[src/rtl/seq_pattern_detector.sv]
// seq_pattern_detector: non-overlapping 1000/0001 serial detector with sample counter.
// Define DET_COUNT_EN to build the saturating per-pattern detection counters.
module seq_pattern_detector #(
    parameter int COUNTER_WIDTH = 8,
    parameter int DET_CNT_WIDTH = 8
) (
    input  logic                     clk,
    input  logic                     reset,
    input  logic                     seq_input,
    input  logic                     seq_valid,
    input  logic                     clear,
    output logic                     detect,
    output logic                     pattern_id,
    output logic [COUNTER_WIDTH-1:0] bit_count,
    output logic [DET_CNT_WIDTH-1:0] det_count_1000,
    output logic [DET_CNT_WIDTH-1:0] det_count_0001,
    output logic [2:0]               fsm_state
);
    typedef enum logic [2:0] {
        IDLE = 3'd0, S1 = 3'd1, S10 = 3'd2, S100 = 3'd3,
        S0 = 3'd4, S00 = 3'd5, S000 = 3'd6, S_BAD = 3'd7
    } state_t;

    state_t                   state_q, state_d;
    logic                     detect_q, detect_d;
    logic                     pattern_id_q, pattern_id_d;
    logic [COUNTER_WIDTH-1:0] bit_count_q, bit_count_d;

    always_comb begin
        state_d      = state_q;
        detect_d     = 1'b0;
        pattern_id_d = pattern_id_q;
        bit_count_d  = clear ? '0 : bit_count_q + COUNTER_WIDTH'(seq_valid);
        if (clear || state_q == S_BAD)
            state_d = IDLE;
        else if (seq_valid) begin
            case (state_q)
                IDLE:    state_d = seq_input ? S1 : S0;
                S1:      state_d = seq_input ? S1 : S10;
                S10:     state_d = seq_input ? S1 : S100;
                S100: begin
                    state_d      = seq_input ? S1 : IDLE;
                    detect_d     = ~seq_input;
                    pattern_id_d = seq_input ? pattern_id_q : 1'b0;
                end
                S0:      state_d = seq_input ? S1 : S00;
                S00:     state_d = seq_input ? S1 : S000;
                S000: begin
                    state_d      = seq_input ? IDLE : S000;
                    detect_d     = seq_input;
                    pattern_id_d = seq_input ? 1'b1 : pattern_id_q;
                end
                default: state_d = IDLE;
            endcase
        end
    end

    always_ff @(posedge clk or posedge reset) begin
        if (reset) begin
            state_q      <= IDLE;
            detect_q     <= 1'b0;
            pattern_id_q <= 1'b0;
            bit_count_q  <= '0;
        end else begin
            state_q      <= state_d;
            detect_q     <= detect_d;
            pattern_id_q <= pattern_id_d;
            bit_count_q  <= bit_count_d;
        end
    end

`ifdef DET_COUNT_EN
    logic [DET_CNT_WIDTH-1:0] cnt_1000_q, cnt_1000_d, cnt_0001_q, cnt_0001_d;

    always_comb begin
        cnt_1000_d = clear ? '0 :
                     (detect_d && !pattern_id_d && cnt_1000_q != '1) ? cnt_1000_q + DET_CNT_WIDTH'(1) : cnt_1000_q;
        cnt_0001_d = clear ? '0 :
                     (detect_d && pattern_id_d && cnt_0001_q != '1) ? cnt_0001_q + DET_CNT_WIDTH'(1) : cnt_0001_q;
    end

    always_ff @(posedge clk or posedge reset) begin
        if (reset) begin
            cnt_1000_q <= '0;
            cnt_0001_q <= '0;
        end else begin
            cnt_1000_q <= cnt_1000_d;
            cnt_0001_q <= cnt_0001_d;
        end
    end

    assign det_count_1000 = cnt_1000_q;
    assign det_count_0001 = cnt_0001_q;
`else
    assign det_count_1000 = '0;
    assign det_count_0001 = '0;
`endif

    assign detect     = detect_q;
    assign pattern_id = pattern_id_q;
    assign bit_count  = bit_count_q;
    assign fsm_state  = state_q;
endmodule

[config.mk]
export PLATFORM = sky130hd
export DESIGN_NAME = seq_pattern_detector
export DESIGN_NICKNAME = d
export VERILOG_FILES = /design/src/rtl/seq_pattern_detector.sv
export SDC_FILE = /design/constraint.sdc
export NUM_CORES = 1
export LEC_CHECK = 0
export BUFFER_PORTS_ARGS = -buffer_cell sky130_fd_sc_hd__buf_4
export CAP_MARGIN = 10
export CORE_MARGIN = 2
export CORE_UTILIZATION = 30
export DETAILED_ROUTE_END_ITERATION = 8
export SLEW_MARGIN = 10
export SYNTH_ARGS = -nofsm -noshare
export SYNTH_HDL_FRONTEND = slang
export SYNTH_SLANG_ARGS = --single-unit
[constraint.sdc]
create_clock -name clk -period 1.85 [get_ports clk]
set_clock_uncertainty 0.15 [all_clocks]
set_input_delay 0.185 -clock clk [delete_from_list [all_inputs] [get_ports clk]]
set_output_delay 0.185 -clock clk [all_outputs]
set_load 0.01 [all_outputs]
==> impl_metrics.tcl <==
set metrics [dict create \
    cts-buffers-inserted 3 \
    worstPathArrival_ns 1.59 \
    combinational_power_share_pct 14.6 \
    cts_tree "yes" \
    synth_simple_gate_area_share_pct 17.6 \
    final_net_count 108 \
    rr_endpoint "bit_count[6]" \
    post_synth_xor_area_fraction_pct 3.52 \
    grt_pass1_wl_um 2230 \
    buffers_plus_inverters_on_the_worst_setup_path 0 \
    antenna_left 0 \
    floorplan.die.height_um 53.9 \
    synth_flop_cell "dfrtp_1" \
    met2_wirelength_um 674 \
    antenna_cells_inserted 0 \
    cellInternalPower_mw 0.410 \
    clk_path_buf_depth 2 \
    power_per_cell_area_nw_per_um2 625 \
    finalCritPeriodShare_pct 83.8 \
    num_ports 34 \
    switching_share_pct 26.4 \
    place.gp.congestion 0.670 \
    drt_pre_antenna_iters 3 \
    cp-start-kind "flip-flop" \
    grt_max_degree 14 \
    cts.sinks 13 \
    layout.cells.most_common_list "17 x buf_4, 16 x conb_1, 13 x dfrtp_1" \
    wl_um 1350 \
    pin_slew_with_the_least_headroom_to_its_limit_ns 0.502 \
    r2r_setup_slack_ns 0.30 \
    met3_routed_length_um 104 \
    crit_path_top_delay_cell "dfrtp_1" \
    post-route-drc-count 0 \
    drv_slew 0 \
    core_area_um2 2410 \
    dp_hpwl_um 1010 \
    min-delay-start "clear" \
    synth_edf_count 0 \
    yosys.area_share.adder_pct 3.35 \
    gr-total-overflow 0 \
    synthToLayoutAreaGrowth_pct 19.3 \
    cell_by_cell_listing_of_the_critical_path "ha_1 > ha_1 > nand2_1 > or3_1 > a21oi_1" \
    synth_top_family_by_area "simple AND/OR/NAND/NOR gates" \
    critPathKind "flip-flop to flip-flop" \
    post-cts-setup-buffer-count 0 \
    worstHoldEndpoint "fsm_state[1]" \
    power.clock.fraction_pct 30.5 \
    buffer_ports.inserted 17 \
    cpMostUsedCell "ha_1" \
    synth_top_cells_by_area "dfrtp_1 44%, buf_4 16%, a21oi_1 4.7%, ha_1 3.4%, or3_1 3.4%" \
    period_needed_ns 1.55 \
    htree_levels 1 \
    timing.critical_path.to_type "flip-flop" \
    mostFrequentLayoutCell "buf_4" \
    area_of_the_die_um2 2910 \
    critical-path-top-delay-family "simple AND/OR/NAND/NOR gates" \
    cts_root_buffer "clkbuf_4" \
    final_setup_violation_count 0 \
    cts_resized 0 \
    share_of_synthesized_area_spent_on_multiplexers_pct 0 \
    placementRows 18 \
    worstHoldPathCells 2 \
    cellLeakagePower_nw 0.424 \
    sequential_cell_area_fraction_in_the_yosys_report_pct 43.6 \
    vdd_drop_max_mv 0.356 \
    routedWlPerCell_um 10.4 \
    reg2reg_depth 5 \
    netlist_instances 79 \
    ys_async_sr_fraction_pct 100 \
    grt_total_usage_pct 10.8 \
    status "complete, no violations" \
    floorplan.initialDensity_pct 31.0 \
    synth_top_cell_area_share_pct 43.6 \
    crit_path_max_fanout 3 \
    switchingPower_mw 0.147 \
    cap_viol_max_count 0 \
    cp_data_required_time_ns 1.90 \
    maxUsedRoutingLayer "met3" \
    setup_tns_ns 0 \
    clk_latency_ns 0.27 \
    final_util_pct 37.0 \
    number_of_warnings_printed_during_yosys_synthesis 0 \
    routed-via-count 590 \
    r2r_start "bit_count[0]" \
    avgViaCountPerCell 4.54 \
    drt_first_iter_violations 8 \
    share_seq_of_total_power_pct 54.9 \
    fill_cells 260 \
    max_freq_ghz 0.645 \
    syn_area_per_cell_um2 9.46 \
    syn_area_um2 747 \
    share_of_final_layout_standard_cells_stronger_than_drive_strength_1_pct 21.0 \
    chipWidth_um 53.9 \
    slowest_delay_ns 0.36 \
    synth_compound_gate_area_share_pct 13.9 \
    number_of_antenna_violations_at_the_first_check_in_global_routing 0 \
    clock_pin_slew_on_the_worst_setup_and_hold_paths_ns 0.08 \
    final_report_hold_violation_count 0 \
    drt-met1-wl_um 576 \
    hold_class "input pin to flip-flop" \
    synthDistinctLibCells 25 \
    grt_setup_unrepaired "false" \
    yosysTopAreaCell "dfrtp_1" \
    synth-seq-cells 13 \
    max_slew_margin_pct 66.5 \
    grt_pass1_vias 528 \
]
[per-layer routing]
metal	global-route usage, %	vias up
met4	7.26	0
li1	-	280
met1	13.2	285
met5	0	-
met3	2.50	0
met2	16.9	25
[registers in the layout, indices dropped and copies added, names as in the netlist]
name,flops
bit_count,8
detect,1
fsm_state,3
pattern_id,1
[timing repair]
action | CTS | global route
hold buffers | 2 | 0
hold endpoints to repair | 14 | 0
setup endpoints to repair | 0 | 0
[cells by family (layout without fill, tap and decap cells)]
family / after synthesis / in the layout
AND/OR/NAND/NOR: 24 / 24
buffers and inverters: 19 / 25
AO/OA/AOI/OAI: 17 / 17
flip-flops: 13 / 13
XOR/XNOR: 3 / 3
adder cells (fa/ha/maj): 2 / 2
other: 1 / 16
[power groups by stage]
| stage | Sequential [mW] | Clock [mW] | Combinational [mW] |
|---|---|---|---|
| 2_1_floorplan | 0.313 | 0 | 0.0695 |
| 3_3_place_gp | 0.311 | 0 | 0.0777 |
| 3_5_place_dp | 0.311 | 0 | 0.0782 |
| 4_1_cts | 0.306 | 0.180 | 0.0820 |
| 5_1_grt | 0.308 | 0.193 | 0.0946 |
| 6_report | 0.306 | 0.170 | 0.0813 |
[worst max-delay path by stage]
stage	startpoint	to	slack, ns	cells past startpoint
floorplan	bit_count[0]	bit_count[6]	0.34	5
detailed placement	bit_count[0]	bit_count[6]	0.32	5
global placement	bit_count[0]	bit_count[6]	0.38	5
global route	bit_count[0]	bit_count[6]	0.17	5
CTS	bit_count[0]	bit_count[6]	0.30	5
finish	bit_count[0]	bit_count[6]	0.30	5
[cells in the mapped netlist (2+ instances only)]
cell type,count
o21ai_0,4
nor2_1,5
nand3b_1,2
nor2b_1,2
ha_1,2
a21oi_1,7
a2111oi_0,2
or3_1,4
buf_4,16
nand2_1,5
xor2_1,2
nand3_1,2
inv_1,2
dfrtp_1,13
[area by class of cell]
class                      count  area [um2]  share of cell area (%)
timing repair buffer          19         148                    16.6
inverter                       2        7.51                   0.843
multi-input combinational     62         347                    38.9
tap                           30        37.5                    4.21
sequential                    13         325                    36.5
clock buffer                   4        26.3                    2.95
[through the flow]
step	instances	area, um2	setup slack [ns]	total power [mW]	hold WS [ns]
2_1_floorplan	94	803	0.336	0.382	-0.0880
3_3_place_gp	124	845	0.383	0.388	0.103
3_5_place_dp	124	845	0.317	0.390	0.101
4_1_cts	130	891	0.296	0.568	0.00250
5_1_grt	130	891	0.173	0.596	0.00796
6_report	130	891	0.300	0.557	0.0109
No activity file was read; power rests on OpenSTA's default activity.
